===== config.mk =====
export PLATFORM = sky130hd
export DESIGN_NAME = mult_arbiter
export DESIGN_NICKNAME = d
export VERILOG_FILES = /design/src/rtl/mult_arb_pkg.sv /design/src/rtl/smul_core.sv /design/src/rtl/mult_arbiter.sv
export SDC_FILE = /design/constraint.sdc
export NUM_CORES = 1
export LEC_CHECK = 0
export CORE_MARGIN = 1.5
export CORE_UTILIZATION = 45
export DETAILED_ROUTE_END_ITERATION = 10
export PLACE_DENSITY = 0.84
export SLEW_MARGIN = 20
export SYNTH_ARGS = -nofsm -noshare
export SYNTH_HDL_FRONTEND = slang
export SYNTH_SLANG_ARGS = --single-unit

===== constraint.sdc =====
create_clock -name clk -period 4.85 [get_ports clk]
set_input_delay 0.97 -clock clk [delete_from_list [all_inputs] [get_ports clk]]
set_output_delay 0.97 -clock clk [all_outputs]
set_load 0.03 [all_outputs]

===== src/rtl/mult_arb_pkg.sv =====
// Shared types and defaults for the multiplier arbiter: FSM state encoding and
// the default requester count and operand width.
package mult_arb_pkg;

  localparam int NREQ_DEF = 4;
  localparam int W_DEF    = 4;

  typedef enum logic [1:0] {
    IDLE = 2'd0,
    MUL  = 2'd1,
    RESP = 2'd2
  } state_t;

endpackage


===== src/rtl/smul_core.sv =====
// Combinational signed multiply: both operands are sign-extended by one bit,
// multiplied signed, and the product is truncated to 2*W bits.
module smul_core #(
  parameter int W = 4
) (
  input  logic signed [W-1:0]   a,
  input  logic signed [W-1:0]   b,
  output logic signed [2*W-1:0] prod
);

  logic signed [W:0]     a_x;
  logic signed [W:0]     b_x;
  logic signed [2*W+1:0] full;

  // The 2*W-bit result holds every product, including (-2^(W-1))^2 = 2^(2W-2).
  function automatic logic signed [2*W-1:0] trunc_prod(input logic signed [2*W+1:0] x);
    return x[2*W-1:0];
  endfunction

  assign a_x  = {a[W-1], a};
  assign b_x  = {b[W-1], b};
  assign full = (2*W+2)'(a_x) * (2*W+2)'(b_x);
  assign prod = trunc_prod(full);

endmodule


===== src/rtl/mult_arbiter.sv =====
// Arbitrates NREQ requesters onto one registered signed multiplier (IDLE/MUL/RESP).
// Define MULT_ARBITER_RR_EN for round-robin arbitration; default is fixed priority.
module mult_arbiter
  import mult_arb_pkg::*;
#(
  parameter int NREQ = NREQ_DEF,
  parameter int W    = W_DEF
) (
  input  logic                     clk,
  input  logic                     rst,
  input  logic [NREQ-1:0]          req_valid,
  input  logic [NREQ*W-1:0]        req_a,
  input  logic [NREQ*W-1:0]        req_b,
  output logic [NREQ-1:0]          req_ready,
  output logic                     rsp_valid,
  output logic [$clog2(NREQ)-1:0]  rsp_id,
  output logic signed [2*W-1:0]    rsp_prod,
  input  logic                     rsp_ready
);

  localparam int IDW = $clog2(NREQ);

  state_t                state;
  state_t                state_nxt;
  logic                  any_req;
  logic                  grant;
  logic [IDW-1:0]        win_id;
  logic signed [W-1:0]   a_p0;
  logic signed [W-1:0]   b_p0;
  logic [IDW-1:0]        id_p0;
  logic signed [2*W-1:0] prod_c;
  logic signed [2*W-1:0] prod_p1;

  assign any_req = |req_valid;
  assign grant   = (state == IDLE) && any_req && !rst;

`ifdef MULT_ARBITER_RR_EN
  logic [IDW-1:0] last_grant;

  always_comb begin
    int   idx;
    logic found;
    idx    = 0;
    found  = 1'b0;
    win_id = '0;
    for (int k = 1; k <= NREQ; k++) begin
      idx = (int'(last_grant) + k) % NREQ;
      if (!found && req_valid[idx[IDW-1:0]]) begin
        found  = 1'b1;
        win_id = idx[IDW-1:0];
      end
    end
  end

  // Reset value NREQ-1 makes requester 0 the first in line.
  always_ff @(posedge clk or posedge rst) begin
    if (rst) begin
      last_grant <= IDW'(NREQ - 1);
    end else if (grant) begin
      last_grant <= win_id;
    end
  end
`else
  always_comb begin
    win_id = '0;
    for (int i = NREQ - 1; i >= 0; i--) begin
      if (req_valid[i]) begin
        win_id = IDW'(i);
      end
    end
  end
`endif

  always_comb begin
    req_ready = '0;
    if (grant) begin
      req_ready[win_id] = 1'b1;
    end
  end

  always_comb begin
    state_nxt = state;
    case (state)
      IDLE:    if (grant) state_nxt = MUL;
      MUL:     state_nxt = RESP;
      RESP:    if (rsp_ready) state_nxt = IDLE;
      default: state_nxt = IDLE;
    endcase
  end

  // Stage p0: operands of the granted requester
  always_ff @(posedge clk) begin
    if (grant) begin
      a_p0 <= req_a[int'(win_id)*W +: W];
      b_p0 <= req_b[int'(win_id)*W +: W];
    end
  end

  smul_core #(.W(W)) u_smul_core (
    .a    (a_p0),
    .b    (b_p0),
    .prod (prod_c)
  );

  // Stage p1: registered product, held through RESP until accepted
  always_ff @(posedge clk or posedge rst) begin
    if (rst) begin
      state   <= IDLE;
      id_p0   <= '0;
      prod_p1 <= '0;
    end else begin
      state <= state_nxt;
      if (grant) begin
        id_p0 <= win_id;
      end
      if (state == MUL) begin
        prod_p1 <= prod_c;
      end
    end
  end

  assign rsp_valid = (state == RESP);
  assign rsp_id    = id_p0;
  assign rsp_prod  = prod_p1;

endmodule


* After elaboration in Yosys (flattened, before gate mapping)
Cells that the tools add are included.
** Word-level totals
- Logic and storage cells :: 31
- Input port bits :: 39
- Register bits after elaboration :: 20
- Output and inout bits :: 15
** Cells by class
- Shift operators :: 2
- Reduce and logical (&&, ||, !) cells :: 7
- Mux-type cells :: 10
- Order comparisons :: 2
- Equality and inequality tests :: 4
- $mul :: 1
** Operators with widths (count)
- 16-bit by 5-bit variable part select with 4-bit output :: 2
- 2-bit 2-to-1 mux :: 6
- 4-bit by 4-bit multiplier with 8-bit output :: 1
- 2-bit one-hot mux with 3 select lines :: 1
- 4-bit 2-to-1 mux :: 1
- 4-bit OR reduction :: 1
- 1-bit logical AND :: 3
- 2-bit by 3-bit < comparator with 1-bit output (second input constant) :: 1
- 1-bit demux with 2-bit select :: 1
- 2-bit by 1-bit == test with 1-bit output (second input constant) :: 1
- 2-bit == test (second input constant) :: 1
- 2-bit by 1-bit >= comparator with 1-bit output (second input constant) :: 1
- 2-bit zero test :: 1
- 2-bit by 1-bit != test with 1-bit output (second input constant) :: 1
- 2-bit != test (second input constant) :: 1
- 2-bit AND reduction :: 1
- 1-bit zero test :: 1
- 1-bit 2-to-1 mux :: 1

* Longest topological paths before layout
- Depth after elaboration :: 9
- Depth in mapped cells :: 12
- Gate-level depth less buffers :: 12

* Modules after synthesis
A second synthesis with hierarchy kept.
** Unflattened totals
- Cell total of the unflattened synthesis :: 148
- Area total of the unflattened synthesis :: 1602.8 sq um
** Modules (own cells, without submodules)
- mult_arbiter :: times used 1, cells each 89, sequential area each 540.5 sq um, area each 1037.2 sq um
- smul_core :: times used 1, cells each 59, sequential area each 0.0 sq um, area each 565.5 sq um

* Worst setup path before layout
OpenSTA, ideal clock, no wires.
- Path type :: register -> register
- From :: register a_p0[0]
- To :: register prod_p1[7], in the netlist rsp_prod[7]
- Period minus slack after synthesis :: 3.294 ns
- Required time :: 4.726 ns
- Setup time :: 0.124 ns
- Slack :: 1.556 ns
- Stages on the path, launching flop included :: 12
- Path buffers :: 0
- Arrival time :: 3.170 ns
- Cell sequence :: edfxtp_1 -> nand2b_1 -> fa_1 -> fa_1 -> inv_1 -> fa_1 -> ha_1 -> fa_1 -> a21o_1 -> a21oi_1 -> xnor2_1 -> o21ai_1
** Between the ends
- Word-level cells in the longest chain between the ends :: 1
** RTL lines
- start, declared :: line mult_arbiter.sv:28 : logic signed [W-1:0] a_p0;
- start signal, assigned :: line mult_arbiter.sv:94 : a_p0 <= req_a[int'(win_id)*W +: W];
- 4-bit by 4-bit multiplier with 8-bit output :: line smul_core.sv:22 : assign full = (2*W+2)'(a_x) * (2*W+2)'(b_x);
- end signal, assigned :: line mult_arbiter.sv:117 : prod_p1 <= prod_c;
- end, declared :: line mult_arbiter.sv:32 : logic signed [2*W-1:0] prod_p1;
No other way between the ends.
A chain may end at the register's enable or synchronous reset.

* Worst setup path in the final report
- From :: input req_valid[1]
- To :: output req_ready[3]
** Between the ends
- Word-level cells in the longest chain between the ends :: 7
- Elaborated cells on any way between the ends :: 11
- Those cells by class :: order compare: 2; mux: 5; reduce/logical: 4
** RTL lines
- start, declared :: line mult_arbiter.sv:11 : input logic [NREQ-1:0] req_valid,
- 2-bit 2-to-1 mux (2 in a row) :: line mult_arbiter.sv:67 : if (req_valid[i]) begin
- 2-bit by 3-bit < comparator with 1-bit output (not written as such) / 2-bit by 1-bit >= comparator with 1-bit output (equally long branches) :: line mult_arbiter.sv:77 : req_ready[win_id] = 1'b1;
- 1-bit logical AND (not written as such) :: line mult_arbiter.sv:77
- 1-bit 2-to-1 mux (not written as such) :: line mult_arbiter.sv:77
- 1-bit demux with 2-bit select :: line mult_arbiter.sv:77
- 4-bit 2-to-1 mux (*) :: line mult_arbiter.sv:76 : if (grant) begin
- end, declared :: line mult_arbiter.sv:14 : output logic [NREQ-1:0] req_ready,
Mark *: on every way between the ends. The rest lies on a longest branch, timed or not.

==> impl_metrics.yaml <==
clock_network:
  clock_sinks: 20
  cts_hold_buf: 0
  cts_made_buffers: 3
  h-tree-depth: 1
  cts_root_buf: "clkbuf_8"
  clockBufferDepth: 2
  clkTransAtPathRegs_ps: 80
  ctsResizeCount: 0
  post_cts.repair.setup_buffers: 0
  clock_latency_ps: 270
  tritoncts: "built"
global_route:
  grt_max_degree: 23
  grt_overflow: 0
  grt_util_all_layers_pct: 19.5
  grt_first_pass_wirelength_um: 6380
  first_global_vias: 1502
  antenna_found_initial: 0
placed_design:
  dp_slack_ps: 777
  gp_congestion: 0.933
  place_area_sq_mm: 0.00226
  dp_hpwl_um: 3060
  io_buffer_count: 53
power:
  vdd_drop_max_uv: 226
  p_leak_nw: 1.01
  p_clk_share_pct: 13.2
  swShare_pct: 40.5
  p_per_area_mw_per_mm2: 473
  seqPwrFrac_pct: 25.5
  power_switching_w: 0.000447
  combPwrFrac_pct: 61.3
  p_total_w: 0.00110
  p_int_w: 0.000656
worst_setup_path:
  endpoint: "req_ready[3]"
  crit_arrival_ps: 3160
  cp-end-kind: "output port"
  path_common_cell: "clkdlybuf4s50_1"
  startpoint: "req_valid[1]"
  rr_endpoint: "rsp_prod[7]"
  r2r_slack_ps: 1340
  cp_cell_sequence: "clkdlybuf4s50_1 -> nor2_1 -> nand2_1 -> nor3_1 -> clkdlybuf4s50_1"
  reg2reg_depth: 11
  cp_slowest_stage_delay_ps: 700
  crit_path_top_delay_cell: "clkdlybuf4s50_1"
  cp.required_ps: 3880
  worst-setup-path-type: "in2out"
  start_kind: "primary input"
  critPathMaxFanout: 16
  crit-reg2reg-launch: "a_p0[0]"
drt:
  route.met2.wl_um: 1930
  via_count: 1471
  post-route-drc-count: 0
  wire_per_inst_um: 13.5
  top_layer_used: "met4"
  drtIter0Drc: 40
  ant_nets: 0
  m1WireLength_um: 1470
  wl_um: 3700
  route.met3.wl_um: 248
  drt-pass1-iter-count: 4
  vias_per_cell: 5.35
yosys:
  netlist_instances: 177
  synth-seq-cells: 20
  synth-edff-count: 8
  avgSynthCellArea_sq_um: 9.68
  synth_cell_type_count: 30
  yosysSeqAreaShare_pct: 31.5
  syn_nets: 237
  postSynth.asyncResetShare_pct: 60.0
  synth_ff_type: "dfrtp_1"
  yosys_warnings: 0
  synthesis.area_sq_mm: 0.00171
cells_and_area:
  syn_to_final_growth_pct: 36.0
  num-fill-cells: 323
  layout_commonest_cell: "clkdlybuf4s50_1"
  layout-drive-gt1-share_pct: 5.29
  layout.nets: 288
  n_antenna_cell: 0
  multiInputGateArea_sq_mm: 0.00107
  layout_common_cells: "clkdlybuf4s50_1, inv_1, nand2_1"
  seqCellArea_sq_um: 541
  design_area_sq_mm: 0.00233
timing:
  setup_tns_ps: 0
  max-slew-margin-rel_pct: 52.4
  period_minus_slack_ps: 4130
  finClkSkew_ps: 9.15
  worstMarginPinSlew_ps: 714
  fin_crit_sh_pct: 85.1
  finalWorstSetupSlack_ps: 722
  final_max_slew_viol_count: 0
  hold_viol: 0
  fmax_mhz: 242
  grt_setup_unrepaired: "false"
  setup_viol: 0
floorplanning:
  die_h_um: 64.7
  io_pins: 54
  start_util_pct: 46.8
  rows: 22
  die_w_um: 64.7
  die_area_sq_mm: 0.00419
  coreArea_sq_mm: 0.00366
min_path:
  hp-class: "reg2reg"
run_status:
  outcome: "finished, final reports clean"
run:
  cap_viol_max_count: 0
==> critical path: cells and delay by family <==
family	cells	cell delay, ps
buffers and inverters	2	1380
and+or+nand+nor	3	800
==> Yosys cell counts, types with 5 or more instances <==
cell	instances	area, sq um
ha_1	12	150
nand2_1	14	52.6
nor2b_1	6	37.5
and2_1	8	50.1
nand2b_1	5	31.3
a21oi_1	9	45.0
o22ai_1	12	75.1
dfrtp_1	12	300
fa_1	9	180
buf_2	5	25.0
edfxtp_1	8	240
inv_1	15	56.3
o22a_1	9	78.8
o21ai_0	5	25.0
nor2_1	13	48.8
==> power groups by stage <==
stage / registers (W) / clock network [W] / logic, W
detailed placement: 0.000287 / 0 / 0.000687
CTS: 0.000283 / 0.000149 / 0.000689
floorplan: 0.000361 / 0 / 0.000392
global placement: 0.000283 / 0 / 0.000660
finish: 0.000281 / 0.000146 / 0.000676
global route: 0.000291 / 0.000158 / 0.000752
==> worst min-delay path by stage <==
stage / startpoint / to / slack (ps) / cells after the start
global route: rsp_id[1] / rsp_id[1] / 520 / 1
CTS: rsp_prod[7] / rsp_prod[7] / 490 / 2
floorplan: a_p0[0] / rsp_prod[0] / 520 / 2
finish: rsp_prod[7] / rsp_prod[7] / 490 / 2
global placement: rsp_prod[6] / rsp_prod[6] / 470 / 2
detailed placement: rsp_prod[7] / rsp_prod[7] / 480 / 2
==> sequential cells by signal, summed over array words and instances, names as in the netlist <==
| register | flops |
|---|---|
| b_p0 | 4 |
| a_p0 | 4 |
| rsp_prod | 8 |
| rsp_id | 2 |
| state | 2 |
==> metal layers <==
metal  up-vias  global-route usage, %
met1       682                   22.2
met2        61                   35.4
met4         0                   8.24
met5         -                      0
li1        723                      -
met3         5                   3.47
==> area by class of cell <==
cell class | instances | share of cell area [%]
tap | 48 | 2.58
inverter | 16 | 2.58
sequential | 20 | 23.2
timing repair buffer | 53 | 22.8
clock buffer | 4 | 2.84
multi-input combinational | 134 | 46.1
==> cells by family (layout without fill, tap and decap cells) <==
| logic type | Yosys count | count (layout) | synth area share [%] |
|---|---|---|---|
| XOR/XNOR | 6 | 6 | 3.87 |
| buffers and inverters | 23 | 73 | 5.84 |
| AND/OR/NAND/NOR | 49 | 49 | 13.8 |
| multiplexers | 9 | 9 | 6.79 |
| AO/OA/AOI/OAI | 49 | 49 | 18.9 |
| flip-flops | 20 | 20 | 31.5 |
| adder cells (fa/ha/maj) | 21 | 21 | 19.3 |
==> per-stage QoR <==
| stage | hold slack [ps] | instances | util, % |
|---|---|---|---|
| global placement | 466 | 271 | 61.9 |
| global route | 523 | 275 | 63.7 |
| floorplan | 520 | 177 | - |
| finish | 489 | 275 | 63.7 |
| detailed placement | 477 | 271 | 61.9 |
| CTS | 495 | 275 | 63.7 |
Note: power is estimated with default switching activity, not from simulation.
